## config.mk

```make
export PLATFORM = sky130hd
export DESIGN_NAME = adv7513_cfg_seq
export DESIGN_NICKNAME = d
export VERILOG_FILES = /design/src/rtl/adv7513_cfg_pkg.sv /design/src/rtl/adv7513_cfg_rom.sv /design/src/rtl/adv7513_cfg_seq.sv
export SDC_FILE = /design/constraint.sdc
export NUM_CORES = 1
export LEC_CHECK = 0
export ABC_AREA = 1
export CORE_UTILIZATION = 56
export DETAILED_ROUTE_END_ITERATION = 8
export GPL_ROUTABILITY_DRIVEN = 0
export GPL_TIMING_DRIVEN = 0
export PLACE_DENSITY = 0.8
export SETUP_SLACK_MARGIN = 0.4
export SYNTH_ARGS = -nofsm -noshare
export SYNTH_HDL_FRONTEND = slang
export SYNTH_SLANG_ARGS = --single-unit
```

## constraint.sdc

```tcl
create_clock -name clk -period 2.2 [get_ports clk]
set_input_delay 0.44 -clock clk [delete_from_list [all_inputs] [get_ports clk]]
set_output_delay 0.44 -clock clk [all_outputs]
set_load 0.01 [all_outputs]
```

## src/rtl/adv7513_cfg_pkg.sv

```systemverilog
// Shared types and the ADV7513 power-up register table for the configuration sequencer.
package adv7513_cfg_pkg;

  typedef enum logic [2:0] {
    IDLE_S     = 3'd0,
    WAIT_HPD_S = 3'd1,
    PWR_WAIT_S = 3'd2,
    ISSUE_S    = 3'd3,
    RESP_S     = 3'd4,
    DONE_S     = 3'd5,
    ERR_S      = 3'd6
  } cfg_fsm_t;

  typedef struct packed {
    logic [7:0] reg_addr;
    logic [7:0] data;
  } cfg_entry_t;

  localparam int unsigned NUM_ENTRIES = 14;

  function automatic cfg_entry_t cfg_table(input logic [4:0] idx);
    cfg_entry_t e;
    case (idx)
      5'd0:    e = '{reg_addr: 8'h41, data: 8'h10};
      5'd1:    e = '{reg_addr: 8'h98, data: 8'h03};
      5'd2:    e = '{reg_addr: 8'h9A, data: 8'hE0};
      5'd3:    e = '{reg_addr: 8'h9C, data: 8'h30};
      5'd4:    e = '{reg_addr: 8'h9D, data: 8'h61};
      5'd5:    e = '{reg_addr: 8'hA2, data: 8'hA4};
      5'd6:    e = '{reg_addr: 8'hA3, data: 8'hA4};
      5'd7:    e = '{reg_addr: 8'hE0, data: 8'hD0};
      5'd8:    e = '{reg_addr: 8'hF9, data: 8'h00};
      5'd9:    e = '{reg_addr: 8'h15, data: 8'h00};
      5'd10:   e = '{reg_addr: 8'h16, data: 8'h30};
      5'd11:   e = '{reg_addr: 8'h17, data: 8'h02};
      5'd12:   e = '{reg_addr: 8'hAF, data: 8'h06};
      5'd13:   e = '{reg_addr: 8'hD6, data: 8'hC0};
      default: e = '0;
    endcase
    return e;
  endfunction

endpackage

```

## src/rtl/adv7513_cfg_rom.sv

```systemverilog
// Register-table lookup; swap this module to substitute a per-board table.
module adv7513_cfg_rom
  import adv7513_cfg_pkg::*;
(
  input  logic [4:0] idx,
  output cfg_entry_t entry
);

  always_comb entry = cfg_table(idx);

endmodule

```

## src/rtl/adv7513_cfg_seq.sv

```systemverilog
// ADV7513 power-up / hot-plug configuration sequencer: waits for HPD, settles,
// writes the register table over the shared I2C master, then enables the video driver.
module adv7513_cfg_seq
  import adv7513_cfg_pkg::*;
#(
  parameter logic [7:0]  I2C_DEV_ADDR   = 8'h72,
  parameter int unsigned PWRUP_WAIT_CYC = 14_850_000,
  parameter int unsigned MAX_RETRY      = 3
) (
  input  logic       clk,
  input  logic       rst_n,
  input  logic       cfg_start,
  input  logic       hpd,
  output logic       i2c_req_valid,
  input  logic       i2c_req_ready,
  output logic [7:0] i2c_dev_addr,
  output logic [7:0] i2c_reg_addr,
  output logic [7:0] i2c_wdata,
  input  logic       i2c_done,
  input  logic       i2c_nack,
  output logic       drvr_en,
  output logic       cfg_busy,
  output logic       cfg_err,
  output logic [4:0] cfg_idx
);

  localparam int unsigned CNT_W   = $clog2(PWRUP_WAIT_CYC + 1);
  localparam int unsigned RETRY_W = (MAX_RETRY > 0) ? $clog2(MAX_RETRY + 1) : 1;

  localparam logic [4:0]         LAST_IDX  = 5'(NUM_ENTRIES - 1);
  localparam logic [CNT_W-1:0]   WAIT_LOAD = CNT_W'(PWRUP_WAIT_CYC - 1);
  localparam logic [RETRY_W-1:0] RETRY_LIM = RETRY_W'(MAX_RETRY);

  cfg_fsm_t           state, state_nxt;
  logic [CNT_W-1:0]   cnt, cnt_nxt;
  logic [RETRY_W-1:0] retry, retry_nxt;
  logic [4:0]         idx, idx_nxt;
  logic               abort, abort_nxt;
  logic               err_nxt;
  cfg_entry_t         entry;

  // Looked up on the next index so the registered request fields line up with the state.
  adv7513_cfg_rom u_rom (
    .idx   (idx_nxt),
    .entry (entry)
  );

  assign i2c_dev_addr = I2C_DEV_ADDR;
  assign cfg_idx      = idx;

  always_comb begin
    state_nxt = state;
    cnt_nxt   = cnt;
    retry_nxt = retry;
    idx_nxt   = idx;
    abort_nxt = abort;
    err_nxt   = cfg_err;
    case (state)
      IDLE_S: begin
        if (cfg_start) begin
          state_nxt = WAIT_HPD_S;
          idx_nxt   = '0;
          retry_nxt = '0;
        end
      end
      WAIT_HPD_S: begin
        if (hpd) begin
          state_nxt = PWR_WAIT_S;
          cnt_nxt   = WAIT_LOAD;
        end
      end
      PWR_WAIT_S: begin
        if (!hpd)            state_nxt = WAIT_HPD_S;
        else if (cnt == '0)  state_nxt = ISSUE_S;
        else                 cnt_nxt   = cnt - CNT_W'(1);
      end
      ISSUE_S: begin
        // An unplug cannot withdraw a presented request; remember it for RESP_S.
        if (!hpd) abort_nxt = 1'b1;
        if (i2c_req_ready) state_nxt = RESP_S;
      end
      RESP_S: begin
        if (i2c_done) begin
          if (abort || !hpd) begin
            state_nxt = WAIT_HPD_S;
            idx_nxt   = '0;
            retry_nxt = '0;
            abort_nxt = 1'b0;
          end else if (!i2c_nack) begin
            if (idx == LAST_IDX) begin
              state_nxt = DONE_S;
            end else begin
              state_nxt = ISSUE_S;
              idx_nxt   = idx + 5'd1;
              retry_nxt = '0;
            end
          end else if (retry == RETRY_LIM) begin
            state_nxt = ERR_S;
            err_nxt   = 1'b1;
          end else begin
            state_nxt = ISSUE_S;
            retry_nxt = retry + RETRY_W'(1);
          end
        end else if (!hpd) begin
          abort_nxt = 1'b1;
        end
      end
      DONE_S: begin
        if (!hpd) begin
          state_nxt = WAIT_HPD_S;
          idx_nxt   = '0;
          retry_nxt = '0;
        end
      end
      ERR_S: begin
        if (cfg_start) begin
          state_nxt = WAIT_HPD_S;
          idx_nxt   = '0;
          retry_nxt = '0;
          err_nxt   = 1'b0;
        end
      end
      default: state_nxt = IDLE_S;
    endcase
  end

  always_ff @(posedge clk) begin
    if (!rst_n) begin
      state         <= IDLE_S;
      cnt           <= '0;
      retry         <= '0;
      idx           <= '0;
      abort         <= 1'b0;
      i2c_req_valid <= 1'b0;
      i2c_reg_addr  <= '0;
      i2c_wdata     <= '0;
      drvr_en       <= 1'b0;
      cfg_busy      <= 1'b0;
      cfg_err       <= 1'b0;
    end else begin
      state         <= state_nxt;
      cnt           <= cnt_nxt;
      retry         <= retry_nxt;
      idx           <= idx_nxt;
      abort         <= abort_nxt;
      i2c_req_valid <= (state_nxt == ISSUE_S);
      if (state_nxt == ISSUE_S) begin
        i2c_reg_addr <= entry.reg_addr;
        i2c_wdata    <= entry.data;
      end
      drvr_en       <= (state_nxt == DONE_S);
      cfg_busy      <= !(state_nxt inside {IDLE_S, DONE_S, ERR_S});
      cfg_err       <= err_nxt;
    end
  end

endmodule

```

---- Yosys cells after proc, flatten, opt, wreduce, memory -nomap -nowiden ----
Memory sizes are Yosys's and may differ from the RTL's.
Index checks and enable logic that the tools add are counted.
word-level totals
  output and inout bits ................... 33
  memory bits (read-only) ................. 240
  register bits after elaboration ......... 55
  word-level logic and storage cells ...... 97
  memories ................................ 1
cells by class
  multiplexer cells ....................... 42
  $add $sub $neg .......................... 3
  equality and inequality tests ........... 24
  reduce and logical (&&, ||, !) cells .... 16
memory list
  memory           words  width  rd ports  clocked after Yosys merged registers in  write ports  line                   source
  (no name shown)  16     15     1         0                                        0            adv7513_cfg_pkg.sv:23  case (idx)
operator list
  cell                     count
  $mux W24                 3
  $pmux W24 S2             1
  $mux W3                  11
  $mux W5                  6
  $logic_not A24 Y1        1
  $sub A24 B1 Y24 const B  1
  $ne A2 B2 Y1 const B     9
  $pmux W3 S6              1
  $mux W16                 1
  $eq A3 B3 Y1 const B     5
  $pmux W5 S3              1
  $mux W2                  7
  $reduce_and A6 Y1        2
  $eq A3 B2 Y1 const B     3
  $mux W1                  8
  $ne A4 B4 Y1 const B     2
  $logic_not A3 Y1         2
  $pmux W2 S3              1
  $reduce_bool A2 Y1       3
  $reduce_bool A3 Y1       2
  $add A5 B1 Y5 const B    1
  $eq A5 B4 Y1 const B     1
  $pmux W1 S2              2
  $reduce_and A4 Y1        1
  other kinds (9)          10

---- Longest topological paths before layout ----
Gate-level depths: netlist of the first run.
  depth after elaboration ................. 9
  mapped depth ............................ 18

---- Hierarchy ----
A second synthesis of the first run with hierarchy kept.
second synthesis, totals
  cells, all modules ...................... 610
  area total of the unflattened synthesis .. 3771.1 µm²
by module, submodules not included
  module           area each (µm²)  times used  seq. area each (µm²)  cells an instance
  adv7513_cfg_seq  3339.5           1           1101.1                527
  adv7513_cfg_rom  431.7            1           0.0                   83

---- Worst setup path before layout of the first run ----
Ideal clock, no wire load.
  path kind ............................... flip-flop to flip-flop
  from .................................... register idx[0] (netlist: cfg_idx[0])
  to ...................................... register i2c_reg_addr[7]
  stages on the path, launching flop included .. 16
  slack ................................... 0.192 ns
  period minus slack after synthesis ...... 2.008 ns
  path buffers ............................ 0
  data arrival time ....................... 1.875 ns
  path through ............................ dfxtp_1 -> ha_1 -> inv_1 -> nor2_1 -> nand2_1 -> nand3_1 -> inv_1 -> nand2_1 -> nand3_1 -> nand2_2 -> inv_1 -> ha_1 -> nor2_1 -> nand2_1 -> nand4_1 -> a21oi_1
between the ends
  word-level cells in the longest chain between the ends .. 8
  elaborated cells between the ends (all ways) .. 17
ends and longest elaborated chain
  what                                                  line                                          source
  start, declared                                       adv7513_cfg_seq.sv:37                         logic [4:0] idx, idx_nxt;
  start signal, assigned                                adv7513_cfg_seq.sv:144                        idx <= idx_nxt;
  $add A5 B1 Y5 / $eq A5 B4 Y1 (equally long branches)  adv7513_cfg_seq.sv:94, adv7513_cfg_seq.sv:90
  $mux W5                                               adv7513_cfg_seq.sv:90                         if (idx == LAST_IDX) begin
  $mux W5                                               adv7513_cfg_seq.sv:89                         end else if (!i2c_nack) begin
  $mux W5                                               adv7513_cfg_seq.sv:84                         if (abort || !hpd) begin
  $mux W5                                               adv7513_cfg_seq.sv:83                         if (i2c_done) begin
  $pmux W5 S3 (*)                                       adv7513_cfg_seq.sv:58                         case (state)
  via idx_nxt[0]                                        adv7513_cfg_seq.sv:37
  $mem_v2 Z16 W15 (*)                                   -
  $mux W16 (*)                                          adv7513_cfg_pkg.sv:23
  end signal, assigned                                  adv7513_cfg_seq.sv:148                        i2c_reg_addr <= entry.reg_addr;
  end, declared                                         adv7513_cfg_seq.sv:17                         output logic [7:0] i2c_reg_addr,
The timed path passes the listed nets; every way through them passes the cells marked *.
A chain may end at the register's enable or synchronous reset.

---- Final worst setup path of the first run ----
  from .................................... register idx[0] (netlist: cfg_idx[0])
  to ...................................... register i2c_reg_addr[2]
between the ends
  word-level cells in the longest chain between the ends .. 8
  elaborated cells between the ends (all ways) .. 17
ends and longest elaborated chain
  what                                                  line
  $add A5 B1 Y5 / $eq A5 B4 Y1 (equally long branches)  adv7513_cfg_seq.sv:94, adv7513_cfg_seq.sv:90
  $mux W5                                               adv7513_cfg_seq.sv:90
  $mux W5                                               adv7513_cfg_seq.sv:89
  $mux W5                                               adv7513_cfg_seq.sv:84
  $mux W5                                               adv7513_cfg_seq.sv:83
  $pmux W5 S3                                           adv7513_cfg_seq.sv:58
  $mem_v2 Z16 W15                                       -
  $mux W16                                              adv7513_cfg_pkg.sv:23
Parallel ways exist; a longest one is shown, timed or not.

==> impl_metrics.env, run 1 <==
export IMPL_syn_area_um2=3430
export IMPL_power_density_nw_per_um2=679
export IMPL_grt_pass1_wl_um=15600
export IMPL_ios=40
export IMPL_critical_path_required_ps=2450
export IMPL_mostFrequentLayoutCells="92 x nand2_1, 57 x buf_4, 41 x nor2_1"
export IMPL_rsz0062_at_grt="true"
export IMPL_hold_path_startpoint="i2c_wdata[4]"
export IMPL_postCtsHoldBufs=0
export IMPL_grt_max_degree=20
export IMPL_placementRows=28
export IMPL_antenna_cells=0
export IMPL_cts_tree="yes"
export IMPL_h_tree_depth=2
export IMPL_drtPass1Iterations=6
export IMPL_sw_frac_of_total_pct=43.0
export IMPL_drv_cap=0
export IMPL_comb_power_share_pct=46.1
export IMPL_synthCells=506
export IMPL_io_buffers=30
export IMPL_clk_latency_ps=340
export IMPL_drt_wl_total_um=12600
export IMPL_leakagePower_nw=2.21
export IMPL_area_delta_synth_final_pct=45.7
export IMPL_pwr_share_clk_pct=18.6
export IMPL_die_height_um=80.2
export IMPL_die_area_um2=6430
export IMPL_setup_violations=0
export IMPL_ir_drop_v=0.000527
export IMPL_ys_ff_latch=54
export IMPL_pwr_share_seq_pct=35.3
export IMPL_relSlewSlack_pct=55.1
export IMPL_rr_startpoint="cfg_idx[0]"
export IMPL_via_per_inst=6.10
export IMPL_fin_area_um2=4990
export IMPL_crit_path_max_fanout=6
export IMPL_fillCellCount=299
export IMPL_dieWidth_um=80.2
export IMPL_synth_edf_count=0
export IMPL_ys_flop_type="dfxtp_1"
export IMPL_drt_initial_drc_count=519
export IMPL_period_minus_slack_ps=2060
export IMPL_drv_slew=0
export IMPL_worst_pin_slew_ps=674
export IMPL_postSynth_asyncResetShare_pct=0
export IMPL_setup_worst_path_end_class="flop"
export IMPL_dr_total_vias=4172
export IMPL_avgSynthCellArea_um2=6.77
export IMPL_grt_pass1_vias=3417
export IMPL_dp_slack_ps=-358
export IMPL_min_period_over_period_pct=93.7
export IMPL_dp_hpwl_um=6080
export IMPL_synth_warnings=0
export IMPL_initial_core_util_pct=57.9
export IMPL_hold_class="flop to flop"
export IMPL_ant_nets=0
export IMPL_final_common_cell="nand2_1"
export IMPL_outcome="finished, final reports clean"
export IMPL_cts_buffers=5
export IMPL_fmax_mhz=485
export IMPL_grt_ovfl_total=0
export IMPL_routedWlPerCell_um=18.4
export IMPL_synth_cell_type_count=43
export IMPL_cts_root_buf="clkbuf_8"
export IMPL_clkSinkCount=54
export IMPL_p_switching_w=0.00146
export IMPL_final_nets=623
export IMPL_p_int_w=0.00193
export IMPL_drive_gt1_share_pct=38.8
export IMPL_coreArea_um2=5920
export IMPL_worst_slack_ps=138
export IMPL_hold_viol_final=0
export IMPL_skew_ps=15.6
export IMPL_clockBufferDepth=2
export IMPL_ys_seq_area_share_pct=31.6
export IMPL_grt_total_usage_pct=31.6
export IMPL_route_detailed_drc=0
export IMPL_path_clk_slew_ps=120
export IMPL_place_area_um2=3870
export IMPL_crit_arrival_ps=2320
export IMPL_startpoint="cfg_idx[0]"
export IMPL_antenna_found_initial=0
export IMPL_path_class="flop to flop"
export IMPL_worstSetupStartpointType="flop"
==> cells in the mapped netlist (2+ instances only) <==
master	count	area (µm²)
o21ai_1	4	20.0
nor3_1	5	25.0
nor2_2	9	56.3
o21a_1	2	15.0
nand2_4	4	45.0
nand4_1	13	81.3
buf_4	11	82.6
inv_2	9	33.8
nand3b_1	3	22.5
nor2_4	4	45.0
buf_6	3	33.8
buf_2	3	15.0
nor3_2	2	20.0
xnor2_1	5	43.8
ha_1	8	100
nand3_1	36	180
nor2_1	64	240
clkbuf_1	4	15.0
xor2_1	6	52.6
dfxtp_1	54	1080
inv_1	49	184
nand2_1	110	413
nand2_2	11	68.8
o21ai_0	18	90.1
conb_1	2	7.51
a21oi_2	2	17.5
a21oi_1	39	195
nand3_2	4	40.0
nand3_4	2	35.0
a31oi_1	7	43.8
==> worst paths after layout <==
kind | end | slack, ps | depth (start not counted)
setup reg to reg | i2c_reg_addr[2] | 140 | 14
setup / recovery | i2c_reg_addr[2] | 140 | 14
hold reg to reg | i2c_wdata[4] | 470 | 2
hold / removal | i2c_wdata[4] | 470 | 2
==> stage by stage <==
step                util, %  TNS [ps]  total power, W  instances  hold slack [ps]
finish                 84.3         0         0.00339        684              473
global route           84.3         0         0.00356        684              490
CTS                    75.8         0         0.00298        662              473
detailed placement     65.4     -4440         0.00226        618              459
global placement       65.4     -4080         0.00222        618              449
floorplan                 -         0         0.00202        513              431
==> logic make-up (layout without fill, tap and decap cells) <==
family | after synthesis | count (layout) | synth area share [%]
simple gates | 273 | 273 | 39.1
buf+inv | 80 | 176 | 10.7
compound gates | 77 | 77 | 12.3
flops | 54 | 54 | 31.6
xor+xnor | 11 | 11 | 2.81
fa+ha+maj | 9 | 9 | 3.25
other cells | 2 | 9 | 0.219
==> registers in the layout, summed over array words and instances (netlist names) <==
register and count:
state 3, cfg_busy 1, i2c_req_valid 1, drvr_en 1, cnt 24, i2c_wdata 7
cfg_idx 5, cfg_err 1, abort 1, retry 2, i2c_reg_addr 8
==> per-layer routing <==
metal  up-vias  track usage [%]  share of wire [%]
met5         -                0                  0
met4         0             15.7                6.6
met3       119             7.05                 10
met2       365             54.9                 48
met1      1855             36.2                 35
li1       1833                -                  -
==> power groups by stage <==
stage | Clock, W | Combinational [W] | Sequential [W]
finish | 0.000629 | 0.00156 | 0.00120
global route | 0.000675 | 0.00167 | 0.00121
CTS | 0.000617 | 0.00120 | 0.00117
detailed placement | 0 | 0.00107 | 0.00119
global placement | 0 | 0.00104 | 0.00118
floorplan | 0 | 0.000849 | 0.00117
==> worst max-delay path, stage by stage, from the launching register on <==
cell	delay, ps
dfxtp_4	370
buf_4	140
ha_2	180
nand2_2	70
inv_1	60
nand2_1	90
nand3_2	90
nand3_2	100
nand3_4	130
buf_4	160
nand3_1	160
nand2_1	140
inv_1	100
nand3_2	60
a21oi_1	140
==> repair_timing <==
item                       CTS  global route
pin swaps                   45            54
setup endpoints to repair   32            46
buffers inserted            34            22
gates resized for setup     85            99
cloned                       2             0
==> cell type report <==
type / instances / area (µm²) / area share [%]
buffer: 21 / 161 / 3.23
clock buffer: 5 / 68.8 / 1.38
clock inverter: 3 / 28.8 / 0.576
inverter: 59 / 251 / 5.04
multi-input combinational: 379 / 2490 / 49.9
sequential: 54 / 1110 / 22.3
tap: 75 / 93.8 / 1.88
timing repair buffer: 88 / 783 / 15.7
Power figures use the tool's default switching activity.
==> inputs of run 2 (changes only) <==
--- a/config.mk
+++ b/config.mk
@@ -12,6 +12,8 @@
 export GPL_TIMING_DRIVEN = 0
 export PLACE_DENSITY = 0.8
 export SETUP_SLACK_MARGIN = 0.4
+export SKIP_CTS_REPAIR_TIMING = 1
 export SYNTH_ARGS = -nofsm -noshare
 export SYNTH_HDL_FRONTEND = slang
 export SYNTH_SLANG_ARGS = --single-unit
+export TNS_END_PERCENT = 10
==> constraint.sdc (replaced) <==
create_clock -name clk -period 2.1 [get_ports clk]
set_input_delay 0.42 -clock clk [delete_from_list [all_inputs] [get_ports clk]]
set_output_delay 0.42 -clock clk [all_outputs]
set_load 0.01 [all_outputs]
==> impl_metrics.env, run 2 (synthesized netlist as in run 1, its figures left out) <==
export IMPL_outcome="finished, final reports clean"
export IMPL_drive_gt1_share_pct=24.6
export IMPL_grt_total_usage_pct=26.0
export IMPL_drtPass1Iterations=5
export IMPL_mostFrequentLayoutCells="100 x nand2_1, 57 x nor2_1, 48 x dfxtp_1"
export IMPL_grt_ovfl_total=0
export IMPL_dp_hpwl_um=6060
export IMPL_place_area_um2=3870
export IMPL_path_delay_family="simple AND/OR/NAND/NOR gates"
export IMPL_crit_path_max_fanout=6
export IMPL_skew_ps=13.4
export IMPL_h_tree_depth=2
export IMPL_cts_tree="yes"
export IMPL_worst_slack_ps=89.1
export IMPL_ir_drop_v=0.000427
export IMPL_via_per_inst=5.44
export IMPL_crit_arrival_ps=2220
export IMPL_die_height_um=80.2
export IMPL_route_detailed_drc=0
export IMPL_grt_pass1_vias=2994
export IMPL_multi_input_area_um2=2190
export IMPL_reg_top3="cnt (24), i2c_reg_addr (8), i2c_wdata (7)"
export IMPL_drt_wl_total_um=8740
export IMPL_crit_chain="buf_6, inv_1, nand3_2, inv_2, nor2_4, nand2_1, nand2_2, nand2_2, nand2_4, buf_4, ha_2, nor2_1, nand2_1, nand4_1, a21oi_1"
export IMPL_fin_area_um2=4300
export IMPL_antenna_found_initial=0
export IMPL_routedWlPerCell_um=13.7
export IMPL_dp_slack_ps=-416
export IMPL_cp_num_buf_inv=4
export IMPL_setup_worst_path_end_class="flop"
export IMPL_antenna_cells=0
export IMPL_clk_latency_ps=320
export IMPL_io_buffers=30
export IMPL_drv_cap=0
export IMPL_cts_buffers=5
export IMPL_period_minus_slack_ps=2010
export IMPL_setup_violations=0
export IMPL_power_density_nw_per_um2=713
export IMPL_cts_root_buf="clkbuf_8"
export IMPL_drv_slew=0
export IMPL_fmax_mhz=497
export IMPL_coreArea_um2=5920
export IMPL_ios=40
export IMPL_crit_path_max_incr_delay_ps=330
export IMPL_rsz0062_at_grt="true"
export IMPL_hold_class="input pin to flop"
export IMPL_leakagePower_nw=1.91
export IMPL_dieWidth_um=80.2
export IMPL_hold_viol_final=0
export IMPL_path_class="flop to flop"
export IMPL_ff_latch_area_um2=1100
export IMPL_ant_nets=0
export IMPL_largest_register="cnt"
export IMPL_grt_pass1_wl_um=13100
export IMPL_largest_reg_flops=24
export IMPL_final_nets=578
export IMPL_die_area_um2=6430
export IMPL_initial_core_util_pct=57.9
export IMPL_critical_path_required_ps=2300
export IMPL_clkSinkCount=54
export IMPL_clockBufferDepth=2
export IMPL_worstSetupStartpointType="flop"
export IMPL_area_delta_synth_final_pct=25.4
export IMPL_final_common_cell="nand2_1"
export IMPL_worst_pin_slew_ps=633
export IMPL_cp_slowest_cell="dfxtp_2"
export IMPL_fillCellCount=449
export IMPL_placementRows=28
export IMPL_path_clk_slew_ps=110
export IMPL_drt_initial_drc_count=256
export IMPL_dr_total_vias=3475
export IMPL_relSlewSlack_pct=57.8
export IMPL_min_period_over_period_pct=95.8
export IMPL_grt_max_degree=20
-- run 2: cell types whose count changed in the layout (fill, tap and decap cells not counted), moves of 4 or more --
cell            delta
inv_1              +4
nor2_4            -10
buf_6             -15
nand3_1            +6
buf_4             -35
nand2_1            +8
nor2_2             -6
nand2_4            -8
dfxtp_1           +10
dfxtp_2           -10
dlymetal6s2s_1     +4
nor2_1            +16
o21ai_0            +4
-- run 2: power breakdown --
group | switching (W) | internal, W | total [W]
sequential | 0.000104 | 0.00113 | 0.00123
combinational | 0.000746 | 0.000450 | 0.00120
clock | 0.000385 | 0.000248 | 0.000634
-- run 2: worst register-to-register path, cell delays in order (launching register included) --
cell	delay, ps
dfxtp_2	330
buf_6	130
inv_1	100
nand3_2	90
inv_2	110
nor2_4	50
nand2_1	60
nand2_2	110
nand2_2	100
nand2_4	70
buf_4	150
ha_2	200
nor2_1	130
nand2_1	90
nand4_1	120
a21oi_1	70
-- run 2: layer usage --
layer  wire length [µm]  vias to the layer above  track usage [%]
met2               4220                      127             45.6
met1               3900                     1586             32.5
met3                427                       25             3.86
li1                   -                     1737                -
met4                199                        0             8.21
met5                  0                        -                0
-- run 2: worst paths after layout --
| kind | from | end | cells past startpoint | slack, ps |
|---|---|---|---|---|
| max | state[1] | i2c_wdata[4] | 15 | 90 |
| min | cfg_start | cfg_err | 2 | 430 |
| max reg2reg | state[1] | i2c_wdata[4] | 15 | 90 |
| min reg2reg | i2c_wdata[0] | i2c_wdata[0] | 2 | 480 |
-- run 2: cell type report --
| type | count | area share, % |
|---|---|---|
| inverter | 59 | 5.51 |
| tap | 75 | 2.18 |
| timing repair buffer | 43 | 10.1 |
| buffer | 21 | 3.41 |
| sequential | 54 | 25.6 |
| clock inverter | 3 | 0.670 |
| multi-input combinational | 379 | 51.0 |
| clock buffer | 5 | 1.60 |
-- run 2: metrics by stage --
stage | utilization, % | hold WS (ps) | power, W | cells | setup TNS, ps
after detailed placement | 65.4 | 454 | 0.00235 | 618 | -5660
after floorplan | - | 431 | 0.00212 | 513 | 0
after global routing | 72.5 | 463 | 0.00327 | 639 | 0
after global placement | 65.4 | 449 | 0.00233 | 618 | -5400
after CTS | 67.1 | 469 | 0.00298 | 626 | -437
final | 72.5 | 433 | 0.00306 | 639 | 0
==> inputs of run 3 (changes only) <==
--- a/config.mk
+++ b/config.mk
@@ -10,6 +10,7 @@
 export DETAILED_ROUTE_END_ITERATION = 8
 export GPL_ROUTABILITY_DRIVEN = 0
 export GPL_TIMING_DRIVEN = 0
+export HOLD_SLACK_MARGIN = 0.15
 export PLACE_DENSITY = 0.8
 export SETUP_SLACK_MARGIN = 0.4
 export SKIP_CTS_REPAIR_TIMING = 1
==> results of run 3 <==
Final layout, timing and power as in run 2 (identical DEF).
